### config.mk
export PLATFORM = sky130hd
export DESIGN_NAME = flag_unit
export DESIGN_NICKNAME = d
export VERILOG_FILES = /design/src/rtl/flag_unit.sv
export SDC_FILE = /design/constraint.sdc
export NUM_CORES = 1
export LEC_CHECK = 0
export CAP_MARGIN = 40
export CORE_UTILIZATION = 48
export DETAILED_ROUTE_END_ITERATION = 10
export PLACE_DENSITY = 0.78
export REMOVE_ABC_BUFFERS = 1
export SYNTH_ARGS = -nofsm -noshare
export SYNTH_HDL_FRONTEND = slang
export SYNTH_SLANG_ARGS = --single-unit
### constraint.sdc
create_clock -name clk -period 2.9 [get_ports clk]
set_clock_uncertainty 0.15 [all_clocks]
set_input_delay 0.87 -clock clk [delete_from_list [all_inputs] [get_ports clk]]
set_output_delay 0.87 -clock clk [all_outputs]
set_load 0.01 [all_outputs]
### src/rtl/flag_unit.sv
// Four-flag (Z,N,C,V) status register with masked ALU load, a DEPTH-entry
// save/restore stack for interrupts and calls, and a branch-condition evaluator.
module flag_unit #(
    parameter int WIDTH = 8,
    parameter int DEPTH = 4
) (
    input  logic             clk,
    input  logic             reset,
    input  logic [WIDTH-1:0] alu_out,
    input  logic             alu_carry,
    input  logic             alu_ovf,
    input  logic             ld,
    input  logic [3:0]       ld_mask,
    input  logic             push,
    input  logic             pop,
    input  logic             clr_err,
    input  logic [3:0]       cond,
    output logic [3:0]       flags,
    output logic             cond_true,
    output logic             stack_full,
    output logic             stack_empty,
    output logic             stack_err
);

    localparam int CNT_W = $clog2(DEPTH + 1);
    localparam int IDX_W = (DEPTH > 1) ? $clog2(DEPTH) : 1;
    localparam int SLOTS = 1 << IDX_W;
    localparam logic [CNT_W-1:0] FULL_CNT = CNT_W'(DEPTH);

    logic [3:0]       stack_mem [SLOTS];
    logic [CNT_W-1:0] count;
    logic [IDX_W-1:0] wr_idx;
    logic [IDX_W-1:0] rd_idx;
    logic [3:0]       alu_flags;
    logic             push_ok;
    logic             pop_ok;
    logic             err_set;
    logic             ld_apply;

    function automatic logic eval_cond(input logic [3:0] f, input logic [3:0] c);
        logic z, n, cy, v;
        logic res;
        z   = f[3];
        n   = f[2];
        cy  = f[1];
        v   = f[0];
        res = 1'b0;
        case (c)
            4'd0:  res = 1'b1;
            4'd1:  res = z;
            4'd2:  res = !z;
            4'd3:  res = cy;
            4'd4:  res = !cy;
            4'd5:  res = n;
            4'd6:  res = !n;
            4'd7:  res = v;
            4'd8:  res = !v;
            4'd9:  res = n ^ v;
            4'd10: res = !(n ^ v);
            4'd11: res = z | (n ^ v);
            4'd12: res = !z & !(n ^ v);
            4'd13: res = cy & !z;
            4'd14: res = !cy | z;
            default: res = 1'b0;
        endcase
        return res;
    endfunction

    assign stack_full  = (count == FULL_CNT);
    assign stack_empty = (count == '0);
    assign wr_idx      = IDX_W'(count);
    assign rd_idx      = IDX_W'(count - CNT_W'(1));
    assign alu_flags   = {(alu_out == '0), alu_out[WIDTH-1], alu_carry, alu_ovf};

    // A requested pop always suppresses ld, even when the pop itself is rejected.
    assign push_ok  = push && !pop && !stack_full;
    assign pop_ok   = pop && !push && !stack_empty;
    assign ld_apply = ld && !pop;
    assign err_set  = (push && pop) || (push && !pop && stack_full) ||
                      (pop && !push && stack_empty);

    always_ff @(posedge clk) begin
        if (!reset) begin
            flags     <= 4'b0000;
            count     <= '0;
            stack_err <= 1'b0;
        end else begin
            if (pop_ok) begin
                flags <= stack_mem[rd_idx];
                count <= count - CNT_W'(1);
            end else begin
                if (ld_apply)
                    flags <= (ld_mask & alu_flags) | (~ld_mask & flags);
                if (push_ok)
                    count <= count + CNT_W'(1);
            end
            if (err_set)
                stack_err <= 1'b1;
            else if (clr_err)
                stack_err <= 1'b0;
        end
    end

    // Storage is data only; its contents after reset are don't-care.
    always_ff @(posedge clk) begin
        if (push_ok)
            stack_mem[wr_idx] <= flags;
    end

    assign cond_true = eval_cond(flags, cond);

endmodule

=== Yosys cells after proc, flatten, opt, wreduce, memory -nomap -nowiden ===
Memory sizes are Yosys's and may differ from the RTL's.
Cells that the tools add are included.

* Bits in registers: 8
* Bits in writable memories: 16
* Output and inout bits: 8
* Memories: 1

* Add/sub/neg operators: 2
* Equal/unequal tests: 15
* Muxes and demuxes: 9
* Bitwise logic cells: 9
* Reduce and logical (&&, ||, !) cells: 25

{| class="wikitable"
|+ Memory list
! name !! depth !! bits a word !! rd ports !! clocked after memory_dff !! wr ports !! line !! text
|-
| stack_mem || 4 || 4 || 1 || 0 || 1 || 30 || <nowiki>logic [3:0] stack_mem [SLOTS];</nowiki>
|}

{| class="wikitable"
|+ Operators by type and width
! kind !! number
|-
| $eq 4x4->1 const B || 7
|-
| $eq 4x3->1 const B || 4
|-
| $pmux 1 s15 || 1
|-
| $logic_not 1->1 || 9
|-
| $and 4x4->4 || 2
|-
| $eq 4x2->1 const B || 2
|-
| $logic_and 1x1->1 || 8
|-
| $logic_not 8->1 || 1
|-
| $mux 4 || 2
|-
| $mux 3 || 2
|-
| $reduce_bool 2->1 || 3
|-
| $eq 4x1->1 const B || 1
|-
| $logic_not 4->1 || 1
|-
| $mux 1 || 4
|-
| $not 4->4 || 1
|-
| $or 4x4->4 || 1
|-
| $add 3x1->3 const B || 1
|-
| $eq 3x3->1 const B || 1
|-
| $logic_not 3->1 || 1
|-
| $sub 3x1->3 const B || 1
|-
| $and 1x1->1 || 2
|-
| $logic_or 1x1->1 || 2
|-
| $or 1x1->1 || 2
|-
| $xor 1x1->1 || 1
|}

=== Longest topological paths before layout ===
* Depth in word-level cells: 6
* Depth in mapped cells: 8
* Mapped depth without buffers: 7

=== Worst setup path after synthesis ===
Ideal clock, no wire load.

* Path type: input -> output
* Start point: input port cond[0]
* End point: output port cond_true
* Data arrival time: 1.719 ns
* Path slack: 0.161 ns
* Stages: 5
* Path buffers: 1
* Path through: buf_2 -> nand2_1 -> o32ai_1 -> a221o_1 -> o22a_1

* Word-level cells in the longest chain between the ends: 2
* Elaborated cells on any way between the ends: 16
* Those cells by class: 14 x eq/ne; 1 x mux; 1 x reduce/logical

{| class="wikitable"
|+ RTL lines
! what !! line !! text
|-
| from (decl) || 17 || <nowiki>input logic [3:0] cond,</nowiki>
|-
| $eq 4x4->1 (tied with other cells) || 48 || <nowiki>case (c)</nowiki>
|-
| $pmux 1 s15 * || 48 ||
|-
| to (decl) || 19 || <nowiki>output logic cond_true,</nowiki>
|}

Every way passes the cells marked *; elsewhere a longest branch is shown, timed or not.

=== Worst setup path in the final report ===
Ends and elaborated chain as after synthesis.

==> results.md <==
* Wire length of the first global-routing pass at 4512 um
* Rows at 18
* Gr usage total at 22.64%
* HPWL after detailed placement at 2233 um
* Placement-stage cell area at 1695 sq um
* Number of DRC violations after detailed-routing iteration 0 at 37
* Area of the placeable core at 2522 sq um
* Number of synthesized register bits at 24
* Height of the die at 54.29 um
* Layout Cells excl Fill at 189
* Number of buffers created by CTS at 3
* Final-report max-slew violation count at 0
* Tightest slew margin relative to the limit at 67.59%
* P_sw at 213.3 uW
* Number of input and output port buffers inserted at 31
* CTS H-tree lvls at 1
* Worst reg-to-reg setup slack at 1.16 ns
* Setup slack after layout at -0.004199 ns
* Clock tree from TritonCTS: done
* Final critical-path required period at 2.904 ns
* Fraction of final layout cells with drive strength greater than 1 at 20.13%
* Die outline area at 2947 sq um
* Worst Hold Class: flip-flop to flip-flop
* P&R area growth vs syn at 34.22%
* Ports placed on the boundary at 32
* Internal Power at 553.0 uW
* Setup repair after global routing missed its margin: true
* Achievable clock frequency at 344.3 MHz
* Final hold viol count at 0
* Yosys warning total at 0
* Vias after detailed routing at 1081
* Total Negative Setup Slacks at -0.004199 ns
* Number of distinct library cell variants in the gate-level netlist after synthesis at 41
* Fin Hold WS at 0.3721 ns
* Worst skew pair latency at 0.31 ns
* Classification of the worst setup path: primary input to output pin
* Average via count per standard cell at 5.720
* Pin count of the biggest net entering global routing at 14
* Startpoint type of the worst setup path: primary input
* Crit end category: output pin
* Run status: complete, but fails checks
* Tcrit/Tclk final at 100.1%
* Buffer depth of the longest clock path at 2
* Length of the first detailed-routing pass in iterations at 5
* Placed insts at 183
* Buffer cell driving the clock tree root: sky130_fd_sc_hd__clkbuf_4
* Synth top area cells: sky130_fd_sc_hd__edfxtp_1, sky130_fd_sc_hd__dfxtp_1, sky130_fd_sc_hd__mux4_2
* Number of antenna violations at the first check in global routing at 0
* Net switching fraction of the power at 27.83%
* Number of global-route vias before repair at 957
* Hold buffer count at CTS at 0
* Arrival time reported for the critical path endpoint at 1.88 ns
* Combined area of all synthesized cells at 1313 sq um
* Worst Path Required at 1.88 ns
* Slew of the pin with the lowest slew margin at 0.4851 ns
* Share of the yosys chip area belonging to registers at 48.81%
* Fin area at 1762 sq um
* Global placement routability congestion at 0.7576
* Effective utilization at floorplan at 52.03%
* Syn Inst Count at 119
* Post-detailed-route count of antenna-violating nets at 0
* Leakage power total at 0.6738 nW
* Failing checks: negative setup slack
* Number of sinks handled by clock tree synthesis at 24
* Share of the synthesized area in the top cell type at 36.61%
* Average size of a mapped cell at 11.03 sq um
* Reported max-cap violation count at 0
* Largest area contributor in the netlist: sky130_fd_sc_hd__edfxtp_1
* Sequential Power Share at 52.4%
* Pre-CTS setup slack at -0.8478 ns
* Chip Width at 54.29 um
* Combinational power share at 28.3%
* Number of nets in the layout at 189
* P per Cell Area at 435.0 nW/um^2
* Routed WL per cell at 15.72 um
* Antenna Diode Count at 0
* Worst IR drop on VDD at 0.0003035 V
* Total setup violations reported at the end of the flow at 1
* Overall routed net length at 2972 um
* Remaining DRCs at 0
* Leftover overflow at the end of global routing at 0
* Clock transition at the register clock pins on the worst setup and hold paths after CTS at 0.13 ns
* Largest fanout on the critical path at 5
* Clock Power Share at 19.3%
stage by stage:
step | util [%] | power (mW)
floorplan | - | 0.5126
global placement | 67.21 | 0.6104
detailed placement | 67.21 | 0.6165
CTS | 68.90 | 0.7615
global route | 69.84 | 0.8079
finish | 69.84 | 0.7663
worst max-delay path, stage by stage:
cell and delay, ns:
sky130_fd_sc_hd__buf_6 0.10, sky130_fd_sc_hd__buf_6 0.12, sky130_fd_sc_hd__nor4bb_4 0.31, sky130_fd_sc_hd__a21oi_2 0.06, sky130_fd_sc_hd__o2111ai_2 0.17, sky130_fd_sc_hd__o22a_1 0.14, sky130_fd_sc_hd__buf_2 0.12
layer usage:
metal	part of all wire (%)	up-vias	GRT usage, %
met2	50	50	38.62
met3	5.9	6	3.889
met5	0	-	0
met1	43	496	28.37
met4	1.1	0	8.547
li1	-	529	-
placed cells by master (no fill, tap or decap), types with 2 or more instances in the layout:
cell,count
sky130_fd_sc_hd__clkdlybuf4s50_1,26
sky130_fd_sc_hd__edfxtp_1,16
sky130_fd_sc_hd__nand2_1,11
sky130_fd_sc_hd__nand3_1,8
sky130_fd_sc_hd__dfxtp_1,8
sky130_fd_sc_hd__inv_1,7
sky130_fd_sc_hd__nor2_1,7
sky130_fd_sc_hd__buf_4,7
sky130_fd_sc_hd__and3_1,4
sky130_fd_sc_hd__mux4_2,4
sky130_fd_sc_hd__ha_1,4
sky130_fd_sc_hd__buf_2,4
sky130_fd_sc_hd__nor2b_1,3
sky130_fd_sc_hd__o21ai_0,3
sky130_fd_sc_hd__a311oi_1,3
sky130_fd_sc_hd__clkbuf_4,3
sky130_fd_sc_hd__buf_6,3
sky130_fd_sc_hd__inv_2,2
sky130_fd_sc_hd__nand2b_1,2
sky130_fd_sc_hd__a21oi_2,2
sky130_fd_sc_hd__xor2_1,2
sky130_fd_sc_hd__nand3b_1,2
sky130_fd_sc_hd__a31oi_1,2
sky130_fd_sc_hd__nor4_1,2
logic make-up (layout without fill, tap and decap cells):
kind of cell | after synthesis | in the layout | share of synthesized area, %
AOI/OAI and AO/OA | 18 | 18 | 9.915
DFF | 24 | 24 | 48.81
adders and majority gates | 5 | 5 | 4.766
muxes | 7 | 7 | 9.342
and+or+nand+nor | 49 | 49 | 21.35
xor gates and xnor gates | 2 | 2 | 1.335
buffers and inverters | 14 | 54 | 4.481
Yosys cell counts:
cell type                   number
sky130_fd_sc_hd__edfxtp_1       16
sky130_fd_sc_hd__nand2_1        11
sky130_fd_sc_hd__dfxtp_1         8
sky130_fd_sc_hd__inv_1           8
sky130_fd_sc_hd__nand3_1         8
sky130_fd_sc_hd__nor2_1          7
sky130_fd_sc_hd__ha_1            5
sky130_fd_sc_hd__and3_1          4
sky130_fd_sc_hd__mux4_2          4
sky130_fd_sc_hd__a21oi_1         3
sky130_fd_sc_hd__a311oi_1        3
sky130_fd_sc_hd__nor2b_1         3
sky130_fd_sc_hd__o21ai_0         3
sky130_fd_sc_hd__a31oi_1         2
sky130_fd_sc_hd__buf_2           2
sky130_fd_sc_hd__clkbuf_1        2
sky130_fd_sc_hd__nand2b_1        2
sky130_fd_sc_hd__nand3b_1        2
sky130_fd_sc_hd__nor4_1          2
sky130_fd_sc_hd__nor4bb_1        2
sky130_fd_sc_hd__xor2_1          2
sky130_fd_sc_hd__a211oi_1        1
sky130_fd_sc_hd__a221o_1         1
sky130_fd_sc_hd__a222oi_1        1
sky130_fd_sc_hd__and2_4          1
sky130_fd_sc_hd__and4b_1         1
sky130_fd_sc_hd__buf_4           1
sky130_fd_sc_hd__inv_2           1
sky130_fd_sc_hd__mux2_1          1
sky130_fd_sc_hd__mux2_2          1
sky130_fd_sc_hd__mux2i_1         1
sky130_fd_sc_hd__nand4_1         1
sky130_fd_sc_hd__nand4b_1        1
sky130_fd_sc_hd__nor2b_2         1
sky130_fd_sc_hd__nor3b_1         1
sky130_fd_sc_hd__nor3b_2         1
sky130_fd_sc_hd__o2111ai_1       1
sky130_fd_sc_hd__o21a_1          1
sky130_fd_sc_hd__o22a_1          1
sky130_fd_sc_hd__o32ai_1         1
sky130_fd_sc_hd__or3_1           1
worst paths after layout:
path | start | end | cells past startpoint
worst max-delay path | cond[0] | cond_true | 7
worst min-delay path | stack_err | stack_err | 2
worst max register to register | count[1] | count[0] | 6
worst min register to register | stack_err | stack_err | 2
repair_timing:
item	CTS	global route
cloned	1	0
gates resized for setup	21	6
buffers inserted	1	0
setup endpoints to repair	1	3
pin swaps	6	3
area by class of cell:
cell class / count / area [sq um]
Tap cell: 30 / 37.54
Multi-Input combinational cell: 81 / 644.4
Inverter: 9 / 33.78
Timing Repair Buffer: 41 / 379.1
Clock inverter: 1 / 3.754
Fill cell: 195 / 760.7
Clock buffer: 3 / 22.52
Sequential cell: 24 / 640.6
power groups by stage:
| stage | registers [mW] | logic, mW | clock network (mW) |
|---|---|---|---|
| 3_5_place_dp | 0.408 | 0.208 | 0 |
| 4_1_cts | 0.401 | 0.211 | 0.150 |
| 3_3_place_gp | 0.407 | 0.204 | 0 |
| 5_1_grt | 0.404 | 0.235 | 0.168 |
| 2_1_floorplan | 0.415 | 0.0980 | 0 |
| 6_report | 0.401 | 0.217 | 0.148 |
No activity file was read; power rests on OpenSTA's default activity.
